[config.mk]
export PLATFORM = sky130hd
export DESIGN_NAME = pipeline_fifo
export DESIGN_NICKNAME = d
export VERILOG_FILES = /design/src/rtl/pipeline_fifo.sv
export SDC_FILE = /design/constraint.sdc
export NUM_CORES = 1
export LEC_CHECK = 0
export ABC_AREA = 0
export CAP_MARGIN = 30
export CORE_MARGIN = 3
export CORE_UTILIZATION = 49
export CTS_CLUSTER_SIZE = 28
export DETAILED_ROUTE_END_ITERATION = 16
export PLACE_DENSITY = 0.75
export REMOVE_ABC_BUFFERS = 1
export SLEW_MARGIN = 20
export SYNTH_ARGS = -nofsm -noshare
export SYNTH_HDL_FRONTEND = slang
export SYNTH_SLANG_ARGS = --single-unit
[constraint.sdc]
create_clock -name clk -period 2.3 [get_ports clk]
set_clock_uncertainty 0.2 [all_clocks]
set_input_delay 0.46 -clock clk [delete_from_list [all_inputs] [get_ports clk]]
set_output_delay 0.46 -clock clk [all_outputs]
set_load 0.01 [all_outputs]
[src/rtl/pipeline_fifo.sv]
// pipeline_fifo: elastic valid/ready buffer placed after `pipeline`.
// Stores up to Depth words in a circular buffer and presents the oldest one
// to a consumer that may stall. Reports occupancy and a sticky drop flag
// that is set whenever upstream offers a word while the buffer is full.
//
// Optional build macro: PIPELINE_FIFO_BYPASS_EN
//   defined   -> zero-latency bypass while empty. in_valid/in_data reach
//                out_valid/out_data combinationally.
//   undefined -> all outputs come from registered state.
//
// Ports:
//   clk        in   sole clock, posedge
//   rst        in   asynchronous, active-high reset
//   in_valid   in   upstream word present
//   in_data    in   upstream word [Width]
//   in_ready   out  buffer can accept a word (registered state only)
//   out_valid  out  head word present
//   out_data   out  head word [Width]
//   out_ready  in   consumer takes out_data this cycle
//   count      out  occupancy 0..Depth [$clog2(Depth+1)]
//   drop       out  sticky overflow flag, cleared only by rst
module pipeline_fifo #(
  parameter int unsigned Width = 15,
  parameter int unsigned Depth = 4
) (
  input  logic                       clk,
  input  logic                       rst,
  input  logic                       in_valid,
  input  logic [Width-1:0]           in_data,
  output logic                       in_ready,
  output logic                       out_valid,
  output logic [Width-1:0]           out_data,
  input  logic                       out_ready,
  output logic [$clog2(Depth+1)-1:0] count,
  output logic                       drop
);

  localparam int unsigned CW = $clog2(Depth + 1);
  localparam int unsigned PW = $clog2(Depth);
  localparam logic [CW-1:0] C_FULL = CW'(Depth);
  localparam logic [CW-1:0] C_ONE  = CW'(1);
  localparam logic [PW-1:0] P_LAST = PW'(Depth - 1);
  localparam logic [PW-1:0] P_ONE  = PW'(1);

  logic [Width-1:0] r_mem [Depth];
  logic [PW-1:0]    r_wr_ptr;
  logic [PW-1:0]    r_rd_ptr;
  logic [CW-1:0]    r_count;
  logic             r_drop;

  logic w_full;
  logic w_empty;
  logic w_push;
  logic w_pop;

  assign w_full   = (r_count == C_FULL);
  assign w_empty  = (r_count == '0);
  assign in_ready = !w_full;
  assign count    = r_count;
  assign drop     = r_drop;

`ifdef PIPELINE_FIFO_BYPASS_EN
  // While empty the incoming word is presented directly; it is only stored
  // if the consumer does not take it in the same cycle.
  assign out_valid = !w_empty || in_valid;
  assign out_data  = w_empty ? in_data : r_mem[r_rd_ptr];
  assign w_push    = in_valid && !w_full && !(w_empty && out_ready);
  assign w_pop     = !w_empty && out_ready;
`else
  assign out_valid = !w_empty;
  assign out_data  = r_mem[r_rd_ptr];
  assign w_push    = in_valid && !w_full;
  assign w_pop     = !w_empty && out_ready;
`endif

  // Explicit wrap so non-power-of-two depths work.
  function automatic logic [PW-1:0] next_ptr(input logic [PW-1:0] p);
    return (p == P_LAST) ? '0 : p + P_ONE;
  endfunction

  always_ff @(posedge clk or posedge rst) begin
    if (rst) begin
      for (int unsigned i = 0; i < Depth; i++) begin
        r_mem[i] <= '0;
      end
      r_wr_ptr <= '0;
      r_rd_ptr <= '0;
      r_count  <= '0;
      r_drop   <= 1'b0;
    end else begin
      if (w_push) begin
        r_mem[r_wr_ptr] <= in_data;
        r_wr_ptr        <= next_ptr(r_wr_ptr);
      end
      if (w_pop) begin
        r_rd_ptr <= next_ptr(r_rd_ptr);
      end
      case ({w_push, w_pop})
        2'b10:   r_count <= r_count + C_ONE;
        2'b01:   r_count <= r_count - C_ONE;
        default: r_count <= r_count;
      endcase
      if (in_valid && w_full) begin
        r_drop <= 1'b1;
      end
    end
  end

endmodule

======== Word level (Yosys, flattened, before mapping) ========
Index checks and enable logic that the tools add are counted.
operators by class
  magnitude comparators ................... 3
  shift operators ......................... 0
  reduce and logical (&&, ||, !) cells .... 8
  div/mod/pow operators ................... 0
  $add $sub $neg .......................... 4
  bitwise gates (word level) .............. 2
  multiply operators ...................... 0
  multiplexer cells ....................... 9
  equality and inequality tests ........... 5
operator list
  kind                   count
  $bwmux W60             1
  $mux W15               3
  $bmux W15 S2           1
  $demux W15 S2          1
  $eq A2 B2 Y1 const B   3
  $ge A3 B3 Y1 const B   2
  $not A2 Y3             2
  $pmux W3 S2            1
  $add A2 B1 Y2 const B  2
  $logic_and A1 B1 Y1    4
  $mux W2                2
  $add A3 B1 Y3 const B  1
  $eq A3 B3 Y1 const B   1
  $logic_not A3 Y1       1
  $lt A3 B1 Y1 const B   1
  $sub A3 B1 Y3 const B  1
  $eq A2 B1 Y1 const B   1
  $logic_not A1 Y1       2
  $reduce_bool A2 Y1     1
word-level totals
  bits in latches ......................... 0
  word-level logic and storage cells ...... 39
  bits in read-only memories .............. 0
  RAM bits ................................ 0
  input bits .............................. 19
  memories kept ........................... 0
  register bits after elaboration ......... 68

======== Longest topological paths before layout ========
  word-level depth ........................ 6
  mapped depth ............................ 9

======== Worst setup path after synthesis ========
Ideal clock, no wire load.
  path kind ............................... reg-to-reg
  start ................................... register r_count[0] (netlist: count[0])
  end ..................................... register r_count[2] (netlist: count[2])
  path buffers ............................ 0
  required time ........................... 2.021 ns
  clock period less this slack ............ 2.194 ns
  cell stages (with the launch flop) ...... 9
  setup slack ............................. 0.106 ns
  arrival time ............................ 1.914 ns
  cells stage by stage .................... dfrtp_1 -> nor3b_4 -> nand2b_1 -> ha_1 -> inv_1 -> fa_1 -> xor2_1 -> nor2_1 -> xor2_1
on the way
  word-level cells in the longest chain between the ends .. 5
  elaborated cells between the ends (all ways) .. 12
ends and longest elaborated chain
  what                                                      RTL line  text
  start: declaration                                        48        logic [CW-1:0] r_count;
  start signal: assignment                                  99        2'b10: r_count <= r_count + C_ONE;
  start signal: assignment                                  100       2'b01: r_count <= r_count - C_ONE;
  start signal: assignment                                  101       default: r_count <= r_count;
  $eq A3 B3 Y1 / $logic_not A3 Y1 (equally long branches)   56, 57
  $logic_not A1 Y1 (on tied branches)                       72, 73
  $logic_and A1 B1 Y1 (on tied branches)                    72, 73
  $eq A2 B1 Y1 / $eq A2 B2 Y1 (equally long branches)       98        case ({w_push, w_pop})
  $pmux W3 S2 / $reduce_bool A2 Y1 (equally long branches)  --
Parallel ways exist; a longest one is shown, timed or not.
A chain may end at the register's enable or synchronous reset.

======== Final worst setup path ========
  start ................................... register r_rd_ptr[0]
  end ..................................... output out_data[14]
on the way
  word-level cells in the longest chain between the ends .. 4
ends and longest elaborated chain
  what                                          RTL line  text
  start: declaration                            47        logic [PW-1:0] r_rd_ptr;
  start signal: assignment                      96        r_rd_ptr <= next_ptr(r_rd_ptr);
  $not A2 Y3 (implied by the code)              71        assign out_data = r_mem[r_rd_ptr];
  $bmux W15 S2                                  71
  $mux W15 (implied by the code) (2 in series)  71
  end: declaration                              32        output logic [Width-1:0] out_data,
Every way passes these cells. The select of a mux whose other input is x is not followed.

==> impl.org <==
** Clock tree
- After clock tree synthesis, the clock-pin slew on the worst setup and hold paths is 0.07 ns.
- Buffers inserted during clock tree synthesis total 9.
- Number of H-tree levels :: 3
- Max clock buf depth :: 2
- Clk sinks :: 68
- Clock Latency Late Sink :: 0.34 ns
- TritonCTS clock tree :: done
- Number of hold buffers added after CTS :: 0
- Root buffer selected by CTS :: clkbuf_8

** Pwr
- LEAKAGE :: 1.71 nW
- VDD IR-drop max :: 0.867 mV
- Final Power :: 0.00598 W
- For this design the ratio of total power to cell area is 1520 nW/um2.

** Synth
- Yosys mapped the design onto 19 distinct sky130hd cell types.
- After technology mapping, the gate count stands at 190.
- Post-synthesis register bit count :: 68
- The cell area that synthesis handed to floorplanning was 3070 um2.
- Mean cell area of the mapped netlist :: 16.1 um2
- During synthesis, Yosys emitted a total of 0 warnings.
- Of the synthesized area, sequential elements account for 55.5%.

** Hold path
- Hold Path Depth :: 1
- Hold Crit Class :: reg -> reg

** Die
- The die is 85.1 um wide.
- Placeable Area :: 5990 um2
- Die Y-Extent :: 85.1 um
- Effective utilization at floorplan :: 51.2%
- I/O pins :: 40
- Area of the die :: 7240 um2
- The floorplan has 28 rows.

** Critical path
- Start-to-end type of the worst setup path :: reg -> out
- Number of gates on the worst path with buffers counted :: 4
- The worst register-to-register path has a setup slack of 0.13 ns.
- STA puts the critical path data arrival time at 1.65 ns.
- In this design, the stage delay of the slowest critical-path cell is 0.49 ns.
- Worst-path cell with the longest stage delay :: mux4_2
- Together, buffers and inverters on the worst path number 3.
- The kind of cell with the highest combined delay along the critical path is multiplexers.
- The worst setup path is launched from a register.
- Of all nets on the critical path, the largest fanout is 5.
- CP Cell Sequence :: buf_6 > clkbuf_16 > mux4_2 > buf_2
- The worst setup path is captured at an output pin.
- For the worst flop-to-flop path, the logic depth is 9.
- For the worst setup path, the data required time is 1.64 ns.

** STA
- In this run the tightest slew margin relative to its limit is 75.8%.
- Hold is met by 0.263 ns.
- Counting I/O delays and the setup requirement, the final critical path takes 2.31 ns.
- The number of max-slew violations in the final report is 0.
- Number of setup violations in the final report :: 3
- Final critical-path share of the clock period :: 101%
- Hold Violations, Final :: 0
- Unrepaired setup endpoints after global routing :: yes
- Based on the critical path, the design can be clocked at up to 432 MHz.
- After layout, the worst setup slack is -0.0123 ns.
- At the pin with the least slew margin, the transition time is 0.363 ns.

** Layout
- The layout has 435 filler cells.
- Area growth from synthesis to layout :: 27.8%
- Excluding fillers, the count of instances in the completed layout stands at 339.
- Fraction of final layout cells sized beyond drive strength 1 :: 52.7%
- After routing the design area is 3920 um2.
- Reg area :: 1700 um2
- Number of nets at the end of the flow :: 285
- Diode insertion count for antenna repair :: 0
- The multi-input combinational cells in the finished layout cover a total of 1280 um2.
- Once layout is complete, the utilization of the core stands at 65.4%.

** GRT
- After global routing the overflow that remains totals 0.
- First-pass GRT wire length :: 9490 um
- Global Route Usage Sum :: 17.0%
- GR Util met2 :: 27.5%
- Global routing consumed, on the met3 layer, 4.37% of the routing resources.
- The layer flagged by global routing as most heavily used is met2.
- Met1 track demand over resource :: 22.0%
- Number of antenna violations at the first check in global routing :: 0
- Entering global routing, the biggest net connects 69 pins.
- The via count of the first global-routing pass is 1892.

** Placed design
- Port buffering added 39 buffers.
- Weighted congestion reported at the end of routability-driven placement :: 0.696
- Number of cells after detailed placement :: 313
- The placed instances occupy a cell area of 3650 um2.
- The HPWL after detailed placement is 3710 um.

** Detailed routing
- Aggregate routed wire length :: 5630 um
- The detail route stage leaves a number of antenna-violating nets equal to 0.
- In the routed design, unresolved DRC markers number 0.
- Using the TritonRoute via totals, the vias-per-cell ratio works out to 5.30.
- Initial DRC count :: 42
- Routed wire length per instance :: 16.6 um
- Before antenna repair, the detailed router went through 4 iterations.
- Total via count in the routed design :: 1798

** Flow run
- The tool flagged a number of max-cap violations equal to 0.

** Status
- The checks that failed: negative setup slack.
- Outcome :: complete, but fails checks
cell usage in the layout, fill, tap and decap left out, types with 3 or more instances in the layout:
| cell | n |
|---|---|
| buf_12 | 3 |
| mux4_2 | 15 |
| buf_6 | 9 |
| clkdlybuf4s50_1 | 22 |
| buf_4 | 19 |
| clkbuf_2 | 3 |
| clkbuf_1 | 4 |
| mux2_2 | 64 |
| clkbuf_8 | 11 |
| inv_1 | 6 |
| nand2_1 | 5 |
| buf_2 | 7 |
| dfrtp_1 | 67 |
| ha_1 | 5 |
| nor2_1 | 7 |
registers in the layout (all words and copies together) (netlist names):
| register | flops |
|---|---|
| r_mem | 60 |
| count | 3 |
| drop | 1 |
| r_wr_ptr | 2 |
| r_rd_ptr | 2 |
cells by family (layout without fill, tap and decap cells):
family / after synthesis / in the layout / share of synthesized area (%)
flip-flops: 68 / 68 / 55.5
AND/OR/NAND/NOR: 15 / 15 / 2.49
adder cells (fa/ha/maj): 7 / 7 / 3.10
buffers and inverters: 16 / 90 / 2.94
XOR/XNOR: 3 / 3 / 0.857
AO/OA/AOI/OAI: 1 / 1 / 0.245
multiplexers: 80 / 80 / 34.9
worst register-to-register path: stages (launching register included):
cell      delay, ns
dfrtp_2        0.41
buf_4          0.15
nor3b_4        0.18
nand2b_1       0.17
ha_2           0.21
inv_2          0.04
fa_2           0.34
xor2_1         0.15
nor2_1         0.11
xor2_1         0.15
per-layer routing:
metal | vias up | routed length, um
li1 | 820 | -
met1 | 938 | 2570
met2 | 33 | 2760
met3 | 7 | 228
met4 | 0 | 65
met5 | - | 0
power by group:
part	switching [W]	internal [W]	leakage, nW
clock	0.000422	0.000563	0.0979
sequential	0.000326	0.00182	0.803
combinational	0.00105	0.00179	0.805
total	0.00180	0.00418	1.71
final cells by class:
type,count,share of cell area (%)
multi-input combinational,106,32.6
timing repair buffer,66,15.7
inverter,8,0.766
tap,75,2.39
clock buffer,15,4.25
sequential,68,43.5
clock inverter,1,0.766
final timing paths:
check,from,to
max in group asynchronous,rst,r_mem[53]
max reg2reg,count[0],count[2]
min,drop,drop
max,r_rd_ptr[0],out_data[14]
min in group asynchronous,rst,r_mem[42]
min reg2reg,drop,drop
cell usage after synthesis:
master / count / area share (%)
dfrtp_1: 68 / 56
mux2_2: 64 / 24
mux4_2: 15 / 11
inv_1: 8 / 0.98
nor2_1: 7 / 0.86
ha_1: 6 / 2.4
nand2_1: 5 / 0.61
buf_2: 3 / 0.49
buf_6: 3 / 1.1
xor2_1: 2 / 0.57
a21o_1: 1 / 0.24
buf_4: 1 / 0.24
clkbuf_1: 1 / 0.12
fa_1: 1 / 0.65
mux2i_1: 1 / 0.33
nand2b_1: 1 / 0.20
nor3b_4: 1 / 0.61
or3_1: 1 / 0.20
xnor2_1: 1 / 0.29
metrics by stage:
step           setup TNS [ns]  setup slack [ns]
2_1_floorplan           -4.86           -0.0715
3_3_place_gp                0            0.0355
3_5_place_dp          -0.0580           -0.0580
4_1_cts              -0.00458          -0.00458
5_1_grt                -0.521           -0.0676
6_report              -0.0261           -0.0123
what timing repair did:
action,4_1_cts,5_1_grt
resized for setup,57,15
gates cloned,0,1
buffers inserted,5,4
setup endpoints to repair,17,18
pin swaps,0,1
endpoints found under the hold margin,0,0
(Power assumes the default switching activity.)
